===== src/rtl/simon_phase_ctrl_if.sv =====
// Go/done handshake bundle between the Simon phase sequencer and its phase blocks.
// The master side issues one-cycle go strobes. Each slave returns a done pulse, and the compare block also returns its result.
interface simon_phase_ctrl_if;
  logic gen_go;
  logic gen_done;
  logic disp_go;
  logic disp_done;
  logic wait_go;
  logic wait_done;
  logic chk_go;
  logic chk_done;
  logic chk_pass;

  modport master (
    output gen_go, disp_go, wait_go, chk_go,
    input  gen_done, disp_done, wait_done, chk_done, chk_pass
  );

  modport slave (
    input  gen_go, disp_go, wait_go, chk_go,
    output gen_done, disp_done, wait_done, chk_done, chk_pass
  );
endinterface


===== src/rtl/simon_phase_ctrl.sv =====
// Simon game sequencer: IDLE -> GEN -> DISP -> WAIT -> CHK, looping DISP..CHK per round until WIN or LOSE.
// Optional WAIT-phase watchdog is enabled by defining PHASE_TIMEOUT_EN.
module simon_phase_ctrl #(
  parameter int          MAX_ROUNDS     = 16,
  parameter logic [23:0] TIMEOUT_CYCLES = 24'd12_000_000
) (
  input  logic                      clk,
  input  logic                      reset,
  input  logic                      start,
  simon_phase_ctrl_if.master        ph,
  output logic [3:0]                round,
  output logic [2:0]                phase,
  output logic                      win,
  output logic                      lose,
  output logic                      timeout
);

  if (MAX_ROUNDS < 1 || MAX_ROUNDS > 16) begin : g_bad_max_rounds
    $error("simon_phase_ctrl: MAX_ROUNDS must be in 1..16");
  end
  if (TIMEOUT_CYCLES == 24'd0) begin : g_bad_timeout
    $error("simon_phase_ctrl: TIMEOUT_CYCLES must be non-zero");
  end

  localparam logic [3:0] LAST_ROUND = 4'(MAX_ROUNDS - 1);

  typedef enum logic [2:0] {
    S_IDLE = 3'd0,
    S_GEN  = 3'd1,
    S_DISP = 3'd2,
    S_WAIT = 3'd3,
    S_CHK  = 3'd4,
    S_WIN  = 3'd5,
    S_LOSE = 3'd6
  } state_t;

  state_t     state, state_n;
  logic [3:0] round_n;
  logic       start_q;
  logic       start_edge_q;
  logic       tmo_hit;
  logic       gen_go_q, disp_go_q, wait_go_q, chk_go_q;

  // The start edge is registered so that the GEN entry lands two edges after start rises.
  always_ff @(posedge clk) begin
    if (reset) begin
      start_q      <= 1'b0;
      start_edge_q <= 1'b0;
    end else begin
      start_q      <= start;
      start_edge_q <= start & ~start_q;
    end
  end

`ifdef PHASE_TIMEOUT_EN
  logic [23:0] wait_cnt;

  // The counter is cleared on entry, so it reads 0 during the wait_go cycle.
  always_ff @(posedge clk) begin
    if (reset) begin
      wait_cnt <= 24'd0;
    end else if (state_n == S_WAIT && state != S_WAIT) begin
      wait_cnt <= 24'd0;
    end else if (state == S_WAIT) begin
      wait_cnt <= wait_cnt + 24'd1;
    end
  end

  assign tmo_hit = (wait_cnt == TIMEOUT_CYCLES - 24'd1);

  always_ff @(posedge clk) begin
    if (reset) begin
      timeout <= 1'b0;
    end else if (state == S_WAIT && state_n == S_LOSE) begin
      timeout <= 1'b1;
    end else if (state_n == S_GEN && (state == S_WIN || state == S_LOSE)) begin
      timeout <= 1'b0;
    end
  end
`else
  assign tmo_hit = 1'b0;
  assign timeout = 1'b0;
`endif

  always_ff @(posedge clk) begin
    if (reset) begin
      state <= S_IDLE;
      round <= 4'd0;
    end else begin
      state <= state_n;
      round <= round_n;
    end
  end

  // A done pulse is ignored while its go is still high, which is the first cycle of the phase.
  always_comb begin
    state_n = state;
    round_n = round;
    case (state)
      S_IDLE: begin
        if (start_edge_q) begin
          state_n = S_GEN;
          round_n = 4'd0;
        end
      end
      S_GEN: begin
        if (ph.gen_done && !gen_go_q) state_n = S_DISP;
      end
      S_DISP: begin
        if (ph.disp_done && !disp_go_q) state_n = S_WAIT;
      end
      S_WAIT: begin
        if (ph.wait_done && !wait_go_q) begin
          state_n = S_CHK;
        end else if (tmo_hit) begin
          state_n = S_LOSE;
        end
      end
      S_CHK: begin
        if (ph.chk_done && !chk_go_q) begin
          if (!ph.chk_pass) begin
            state_n = S_LOSE;
          end else if (round == LAST_ROUND) begin
            state_n = S_WIN;
          end else begin
            state_n = S_DISP;
            round_n = round + 4'd1;
          end
        end
      end
      S_WIN, S_LOSE: begin
        if (start_edge_q) begin
          state_n = S_GEN;
          round_n = 4'd0;
        end
      end
      default: begin
        state_n = S_IDLE;
        round_n = 4'd0;
      end
    endcase
  end

  // Go strobes and status flags are registered alongside the state, so they line up with phase.
  always_ff @(posedge clk) begin
    if (reset) begin
      gen_go_q  <= 1'b0;
      disp_go_q <= 1'b0;
      wait_go_q <= 1'b0;
      chk_go_q  <= 1'b0;
      win       <= 1'b0;
      lose      <= 1'b0;
    end else begin
      gen_go_q  <= (state_n == S_GEN)  && (state != S_GEN);
      disp_go_q <= (state_n == S_DISP) && (state != S_DISP);
      wait_go_q <= (state_n == S_WAIT) && (state != S_WAIT);
      chk_go_q  <= (state_n == S_CHK)  && (state != S_CHK);
      win       <= (state_n == S_WIN);
      lose      <= (state_n == S_LOSE);
    end
  end

  assign ph.gen_go  = gen_go_q;
  assign ph.disp_go = disp_go_q;
  assign ph.wait_go = wait_go_q;
  assign ph.chk_go  = chk_go_q;
  assign phase      = state;

endmodule

===== src/flat_wrapper.sv =====
// flat-port wrapper written by rule: the top's interface ports become plain ports
module simon_phase_ctrl_flat 
#(
  parameter int          MAX_ROUNDS     = 16,
  parameter logic [23:0] TIMEOUT_CYCLES = 24'd12_000_000
)
  (clk, reset, start, round, phase, win, lose, timeout, ph_gen_go, ph_disp_go, ph_wait_go, ph_chk_go, ph_gen_done, ph_disp_done, ph_wait_done, ph_chk_done, ph_chk_pass);
  simon_phase_ctrl_if ph_i ();
  input  logic clk;
  input  logic reset;
  input  logic start;
  output logic [3:0] round;
  output logic [2:0] phase;
  output logic win;
  output logic lose;
  output logic timeout;
  output wire logic [$bits(ph_i.gen_go)-1:0] ph_gen_go;
  output wire logic [$bits(ph_i.disp_go)-1:0] ph_disp_go;
  output wire logic [$bits(ph_i.wait_go)-1:0] ph_wait_go;
  output wire logic [$bits(ph_i.chk_go)-1:0] ph_chk_go;
  input wire logic [$bits(ph_i.gen_done)-1:0] ph_gen_done;
  input wire logic [$bits(ph_i.disp_done)-1:0] ph_disp_done;
  input wire logic [$bits(ph_i.wait_done)-1:0] ph_wait_done;
  input wire logic [$bits(ph_i.chk_done)-1:0] ph_chk_done;
  input wire logic [$bits(ph_i.chk_pass)-1:0] ph_chk_pass;
  assign ph_gen_go = ph_i.gen_go;
  assign ph_disp_go = ph_i.disp_go;
  assign ph_wait_go = ph_i.wait_go;
  assign ph_chk_go = ph_i.chk_go;
  assign ph_i.gen_done = ph_gen_done;
  assign ph_i.disp_done = ph_disp_done;
  assign ph_i.wait_done = ph_wait_done;
  assign ph_i.chk_done = ph_chk_done;
  assign ph_i.chk_pass = ph_chk_pass;
  simon_phase_ctrl #(.MAX_ROUNDS(MAX_ROUNDS), .TIMEOUT_CYCLES(TIMEOUT_CYCLES)) u_core (.clk(clk), .reset(reset), .start(start), .ph(ph_i), .round(round), .phase(phase), .win(win), .lose(lose), .timeout(timeout));
endmodule

===== config.mk =====
export PLATFORM = sky130hd
export DESIGN_NAME = simon_phase_ctrl_flat
export DESIGN_NICKNAME = d
export VERILOG_FILES = /design/src/rtl/simon_phase_ctrl_if.sv /design/src/rtl/simon_phase_ctrl.sv /design/src/flat_wrapper.sv
export SDC_FILE = /design/constraint.sdc
export NUM_CORES = 1
export LEC_CHECK = 0
export ABC_CLOCK_PERIOD_IN_PS = 1700
export CORE_UTILIZATION = 50
export CTS_BUF_LIST = sky130_fd_sc_hd__clkbuf_4
export CTS_CLUSTER_SIZE = 25
export DETAILED_ROUTE_END_ITERATION = 12
export DONT_BUFFER_PORTS = 1
export PLACE_DENSITY_LB_ADDON = 0.2
export SYNTH_ARGS = -nofsm -noshare
export SYNTH_HDL_FRONTEND = slang
export SYNTH_SLANG_ARGS = --single-unit

===== constraint.sdc =====
create_clock -name clk -period 1.7 [get_ports clk]
set_input_delay 0.255 -clock clk [delete_from_list [all_inputs] [get_ports clk]]
set_output_delay 0.255 -clock clk [all_outputs]
set_load 0.005 [all_outputs]

# Word-level counts from Yosys, hierarchy flattened
# Index checks and enable logic that the tools add are counted.
classes:
  addsub: 1
  eq_ne: 21
  n_mux: 13
  bitwise: 3
  reduce_logical: 16
ops:
  columns: ["operator", "n"]
  rows:
  - ["$mux 3", 7]
  - ["$eq 3x3->1 const B", 6]
  - ["$mux 4", 4]
  - ["$pmux 3 s5", 1]
  - ["$eq 3x2->1 const B", 4]
  - ["$pmux 4 s3", 1]
  - ["$logic_and 1x1->1", 8]
  - ["$eq 3x1->1 const B", 2]
  - ["$ne 3x2->1 const B", 2]
  - ["$reduce_or 3->1", 2]
  - ["$reduce_and 5->1", 1]
  - ["$add 4x1->4 const B", 1]
  - ["$eq 4x4->1 const B", 1]
  - ["$logic_not 1->1", 4]
  - ["$ne 2x1->1 const B", 2]
  - ["$ne 2x2->1 const B", 2]
  - ["$logic_not 3->1", 1]
  - ["$ne 3x1->1 const B", 1]
  - ["$ne 3x3->1 const B", 1]
  - ["$not 1->1", 2]
  - ["$and 1x1->1", 1]
totals:
  ff_bits: 15
  wordCells: 64

# Logic depth before layout (Yosys ltp)
# Gate-level depths: netlist of the first run.
logic_depth:
  word_depth: 7
  ltp_mapped: 5

# Worst setup path after synthesis of the first run
# OpenSTA, ideal clock, no wires.
synth_path:
  path_kind: "register -> register"
  startpoint: "register u_core.round[0]"
  endpoint: "register u_core.wait_go_q (netlist: u_core.ph.wait_go)"
  setup_ps: 117
  arrival_time_ps: 1379
  required_ps: 1583
  slack_ps: 204
  stages_incl_launch_ff: 6
  period_less_slack_ps: 1496
  path_cell_list: "dfxtp_1 ha_1 nand4_1 and3_1 o31ai_2 and4b_1"
synth_between:
  elab_chain_len: 7
synth_lines:
  columns: ["item", "line_no", "source"]
  rows:
  - ["start, declared", "simon_phase_ctrl.sv:11", "output logic [3:0] round,"]
  - ["start signal, assigned", "simon_phase_ctrl.sv:91", "round <= round_n;"]
  - ["$eq 4x4->1", "simon_phase_ctrl.sv:123", "end else if (round == LAST_ROUND) begin"]
  - ["$mux 3", "simon_phase_ctrl.sv:123", null]
  - ["$mux 3", "simon_phase_ctrl.sv:121", "if (!ph.chk_pass) begin"]
  - ["$mux 3", "simon_phase_ctrl.sv:120", "if (ph.chk_done && !chk_go_q) begin"]
  - ["$pmux 3 s5", "simon_phase_ctrl.sv:99", "case (state)"]
  - ["$eq 3x2->1", "simon_phase_ctrl.sv:156", "wait_go_q <= (state_n == S_WAIT) && (state != S_WAIT);"]
  - ["$logic_and 1x1->1", "simon_phase_ctrl.sv:156", null]
  - ["end signal, assigned", "simon_phase_ctrl.sv:156", null]
  - ["end, declared", "simon_phase_ctrl.sv:42", "logic gen_go_q, disp_go_q, wait_go_q, chk_go_q;"]
# Every way passes these cells.
# A chain may end at the register's enable or synchronous reset.

# Worst setup path after layout of the first run
layout_path:
  startpoint: "register u_core.state[2] (netlist: u_core.phase[2])"
  endpoint: "register u_core.lose"
layout_between:
  elab_chain_len: 4
layout_lines:
  columns: ["item", "line_no", "source"]
  rows:
  - ["start, declared", "simon_phase_ctrl.sv:37", "state_t state, state_n;"]
  - ["start signal, assigned", "simon_phase_ctrl.sv:90", "state <= state_n;"]
  - ["$eq 3x3->1 / $logic_not 3->1 (equally long branches)", "simon_phase_ctrl.sv:99", null]
  - ["$reduce_or 3->1 (no line)", null, null]
  - ["$pmux 3 s5 (*)", "simon_phase_ctrl.sv:99", null]
  - ["$eq 3x3->1 (*)", "simon_phase_ctrl.sv:159", "lose <= (state_n == S_LOSE);"]
  - ["end signal, assigned", "simon_phase_ctrl.sv:159", null]
  - ["end, declared", "simon_phase_ctrl.sv:14", "output logic lose,"]
# Every way passes the cells marked *; elsewhere a longest branch is shown, timed or not.

==> results.yml, run 1 <==
outcome:
  outcome: "finished clean"
yosys:
  synth.distinct_cells: 42
  synth_xor_area_share_pct: 0
  synth_mux_area_share_pct: 0
  synth_top_area_share_pct: 37.0
  synth.avg_cell_area_um2: 9.33
  yosys_warnings: 0
  synth_edf_count: 0
  synth_seq_cells: 15
  async_flop_share_pct: 0
  netlist_area_um2: 812
  synth_compound_area_share_pct: 18.8
  synthFlopType: "dfxtp_1"
  ys_seq_area_share_pct: 37.0
  synthTopCellsByArea: "dfxtp_1, a21oi_1, and4b_1"
  synth_simple_gate_area_share_pct: 35.6
  syn-num-nets: 96
  synthCells: 87
  synth_top_family_by_area: "simple AND/OR/NAND/NOR gates"
  synth_adder_area_share_pct: 2.77
  synth_top_area_cell: "dfxtp_1"
timing:
  drv_slew: 0
  setup_tns_ns: 0
  post-route-min-period_ns: 1.57
  setup_viol: 0
  fin_crit_sh_pct: 92.3
  finalHoldViolations: 0
  rsz0062_at_grt: "false"
  fin_skew_ns: 0.00225
  clock.fmax_mhz: 637
placement:
  gp_congestion: 0.899
  dp_hpwl_um: 1210
  portBuffers: 0
  dp.cells: 106
detailed_routing:
  wl_met3_um: 91
  drt_iter0_drc: 15
  wirelength_um: 1610
  drtAntennaViolNets: 0
  vias: 675
  wl_met1_um: 750
  firstDrtPassIters: 4
  drt_drc_violations_left: 0
  routed.top_layer: "met4"
  wl_per_cell_um: 14.6
  viasPerCell: 6.14
  met2_length_um: 703
worst_setup_path:
  end_kind: "flip-flop"
  critPathMaxStageDelay_ns: 0.41
  rrSetupSlack_ns: 0.13
  critical_path_buf_inv_count: 0
  worstPathMaxFanout: 10
  cpLargestDelayFamily: "simple AND/OR/NAND/NOR gates"
  crit_type: "reg -> reg"
  crit_slowest_cell: "or3b_1"
  start_kind: "flip-flop"
  cp_data_arrival_time_ns: 1.76
  worstPathCellList: "or3b_1 > a32oi_1 > o221ai_2 > nor3_1"
  worst_ep_required_time_ns: 1.90
global_route:
  grt.overflow.total: 0
  antenna_found_initial: 0
  grt_usage_pct: 19.6
  grt_pass1_vias: 599
  grt_start_max_net_pins: 16
  grt_pass1_wl_um: 2580
clock_network:
  cts_num_sinks: 15
  cts_setup_buffers: 0
  cts_inserted_buffers: 3
  cts_root_buf: "clkbuf_4"
  cts_hold_buf: 0
  cts_tree: "done"
  clk_latency_ns: 0.29
  cts_buffer_depth: 2
  htree_levels: 1
  clk_pin_slew_ns: 0.09
cells_and_area:
  finalNonFillerCells: 110
  drive_gt1_share_pct: 24.5
  nets: 104
  fin_util_pct: 59.1
  n_fill_cell: 132
  n_antenna_cell: 0
  areaGrowthSynthToFinish_pct: 9.55
pwr:
  p_per_area_nw_per_um2: 794
  p_leak_nw: 0.327
  ir_worst_vdd_v: 0.000469
floorplan:
  die_w_um: 42.3
  initial_utilization_pct: 53.9
  dieHeight_um: 42.3
  rows: 14
  core_area_um2: 1510
  die-area_um2: 1790
  io-pin-count: 22
worst_hold_path:
  hold_class: "in -> reg"
flow_run:
  maxCapViolCount: 0
-- where the power goes --
part	total, mW	switching [mW]	leakage (nW)	internal, mW
Combinational	0.109	0.0574	0.186	0.0515
Sequential	0.389	0.0232	0.123	0.366
Clock	0.208	0.121	0.0177	0.0876
-- final cells by class --
type,count,area [um^2],share of cell area [%]
multi-input cells,63,468,52.6
flip-flops and latches,15,303,34.0
repair buffers,7,52.6,5.91
clock buffers,3,22.5,2.53
well taps,16,20.0,2.25
inverters,5,18.8,2.11
clock inverters,1,5.00,0.563
-- cells in the mapped netlist, drive strengths merged, types with 2 or more instances --
master / n
nor2b: 4
dfxtp: 15
inv: 5
nor2: 3
nand2: 3
or2: 2
and4b: 3
buf: 4
or3: 2
nand3: 4
nand4: 2
o21ai: 3
nor3: 3
nand2b: 4
a21oi: 6
-- repair_timing --
action                     in CTS  in global routing
hold endpoints to repair        0                  0
setup endpoints to repair       0                  5
resized for setup               0                  2
-- through the flow --
stage                     total power, mW  instance area, um^2  hold WS (ns)  setup slack, ns
after global placement              0.503                  860         0.325           0.0981
after floorplan                     0.480                  812         0.324            0.204
final                               0.707                  890        0.0163            0.131
after global routing                0.741                  890       0.00238           0.0213
after detailed placement            0.505                  860         0.328           0.0855
after CTS                           0.713                  887       0.00832           0.0523
-- layer usage --
metal  global-route usage, %  up-vias
li1                        -      342
met1                    24.8      304
met2                    28.3       23
met3                    4.31        6
met4                    15.6        0
met5                       0        -
-- registers in the layout (all words and copies together), names as in the netlist --
register,count
u_core.lose,1
u_core.ph.chk_go,1
u_core.ph.disp_go,1
u_core.ph.gen_go,1
u_core.ph.wait_go,1
u_core.phase,3
u_core.round,4
u_core.start_edge_q,1
u_core.start_q,1
u_core.win,1
-- cell usage in the layout (no fill, tap or decap), types with 2 or more instances in the layout --
cell type,instances
nor2_1,3
or3_1,2
dfxtp_2,2
buf_4,7
dfxtp_1,13
nor3_1,2
a21oi_1,6
nand2_1,3
and4b_1,3
nand3_1,4
or2_2,2
o21ai_0,3
inv_1,5
nand2b_1,4
nor2b_1,4
clkbuf_4,3
-- logic make-up (layout without fill, tap and decap cells) --
kind of cell,count (synthesis),count (layout)
AO/OA/AOI/OAI,20,20
adder cells (fa/ha/maj),2,2
other,1,1
AND/OR/NAND/NOR,40,40
buffers and inverters,9,16
flip-flops,15,15
-- final timing paths --
check	to	from	cells past startpoint
max	u_core.lose	u_core.phase[2]	4
min	u_core.round[1]	reset	1
max reg2reg	u_core.lose	u_core.phase[2]	4
min reg2reg	u_core.start_edge_q	u_core.start_q	1
Note: power is estimated with default switching activity, not from simulation.
==> inputs of run 2 (changes only) <==
Settings changed: CORE_UTILIZATION 50 to 49, CTS_BUF_LIST sky130_fd_sc_hd__clkbuf_4 to sky130_fd_sc_hd__clkbuf_2 sky130_fd_sc_hd__clkbuf_4 sky130_fd_sc_hd__clkbuf_8, DONT_BUFFER_PORTS 1 to not set, SETUP_SLACK_MARGIN set to 0.2.
==> results.yml, run 2 (synthesis gave the netlist of run 1 again) <==
cells_and_area:
  nets: 128
  areaGrowthSynthToFinish_pct: 46.7
  layout_common_cells: "clkdlybuf4s50_1, buf_4, dfxtp_1"
  regMostFlops: "u_core.round"
  mostFrequentLayoutCell: "clkdlybuf4s50_1"
  n_fill_cell: 105
  largest_reg_flops: 4
  drive_gt1_share_pct: 35.6
  n_antenna_cell: 0
  finalNonFillerCells: 134
detailed_routing:
  drt_drc_violations_left: 0
  firstDrtPassIters: 4
  drt_iter0_drc: 12
  drtAntennaViolNets: 0
  wl_per_cell_um: 14.1
  wirelength_um: 1890
  vias: 780
  viasPerCell: 5.82
global_route:
  grt_usage_pct: 23.3
  grt_pass1_vias: 752
  grt.overflow.total: 0
  grt_start_max_net_pins: 16
  antenna_found_initial: 0
  grt_pass1_wl_um: 3210
worst_setup_path:
  crit_type: "in -> reg"
  r2r_cells: 4
  start_kind: "input pin"
  worst_ep_required_time_ns: 1.88
  cp_data_arrival_time_ns: 1.69
  worstPathMaxFanout: 4
  end_kind: "flip-flop"
clock_network:
  cts_hold_buf: 0
  cts_num_sinks: 15
  cts_inserted_buffers: 3
  htree_levels: 1
  clk_latency_ns: 0.28
  cts_buffer_depth: 2
  clk_pin_slew_ns: 0.09
  cts_root_buf: "clkbuf_4"
  cts_tree: "done"
timing:
  setup_viol: 0
  drv_slew: 0
  post-route-min-period_ns: 1.51
  rsz0062_at_grt: "true"
  fin_skew_ns: 0.00349
  fin_crit_sh_pct: 88.7
  hold_slack_ns: 0.380
  clock.fmax_mhz: 663
  finalHoldViolations: 0
outcome:
  outcome: "finished clean"
placement:
  gp_congestion: 0.829
  dp_hpwl_um: 1280
  dp.cells: 125
  portBuffers: 20
worst_hold_path:
  hold_class: "reg -> reg"
  min_path_cells: 1
floorplan:
  die_w_um: 42.7
  core_area_um2: 1520
  dieHeight_um: 42.7
  io-pin-count: 22
  die-area_um2: 1820
  initial_utilization_pct: 53.3
  rows: 14
pwr:
  p_leak_nw: 0.444
  finalPower_mw: 0.766
  p_per_area_nw_per_um2: 643
  ir_worst_vdd_v: 0.000418
flow_run:
  maxCapViolCount: 0
[run 2: changes by cell type in the layout (fill, tap and decap cells not counted), moves of 3 or more]
cell	delta
dfxtp_1	-6
clkdlybuf4s50_1	+19
dfxtp_4	+3
dfxtp_2	+3
buf_4	+4
[run 2: routing by layer]
layer,up-vias,GRT usage [%],wire length (um)
met5,-,0,0
met2,15,39.7,1010
met4,0,11.3,12
li1,388,-,-
met1,375,28.1,812
met3,2,3.83,47
[run 2: through the flow]
stage	TNS, ns	cell area (um^2)	utilization, %	setup slack [ns]
floorplan	0	812	-	0.204
global placement	-0.454	1050	69.0	-0.119
detailed placement	-0.544	1050	69.0	-0.120
CTS	0	1130	74.2	0.181
global route	0	1190	78.2	0.134
finish	0	1190	78.2	0.192
[run 2: path summary, 6_finish.rpt]
| path | start | to | slack, ns |
|---|---|---|---|
| worst max-delay path | ph_gen_done | u_core.ph.wait_go | 0.19 |
| worst min-delay path | u_core.start_q | u_core.start_edge_q | 0.38 |
| worst max register to register | u_core.phase[2] | u_core.ph.wait_go | 0.20 |
| worst min register to register | u_core.start_q | u_core.start_edge_q | 0.38 |
[run 2: cell type report]
type                       instances  area [um^2]  area share [%]
sequential                        15          318            26.7
clock inverter                     1         5.00           0.420
tap                               16         20.0            1.68
clock buffer                       3         22.5            1.89
multi-input combinational         63          522            43.8
timing repair buffer              31          285            23.9
inverter                           5         18.8            1.58
[run 2: worst max-delay path, stage by stage]
cell,delay (ns)
clkdlybuf4s50_1,0.45
or3b_4,0.38
a32oi_2,0.20
o221ai_2,0.17
and4b_1,0.23
[run 2: timing repair]
action / in CTS / in global routing
endpoints found under the setup margin: 15 / 16
gates resized for setup: 15 / 9
cloned: 0 / 0
pin swaps: 1 / 1
buffers inserted: 0 / 5
[run 2: where the power goes]
| part | internal, mW | total, mW | switching, mW |
|---|---|---|---|
| clock network | 0.0874 | 0.199 | 0.112 |
| logic | 0.101 | 0.177 | 0.0766 |
| registers | 0.365 | 0.390 | 0.0245 |
| total | 0.554 | 0.766 | 0.213 |
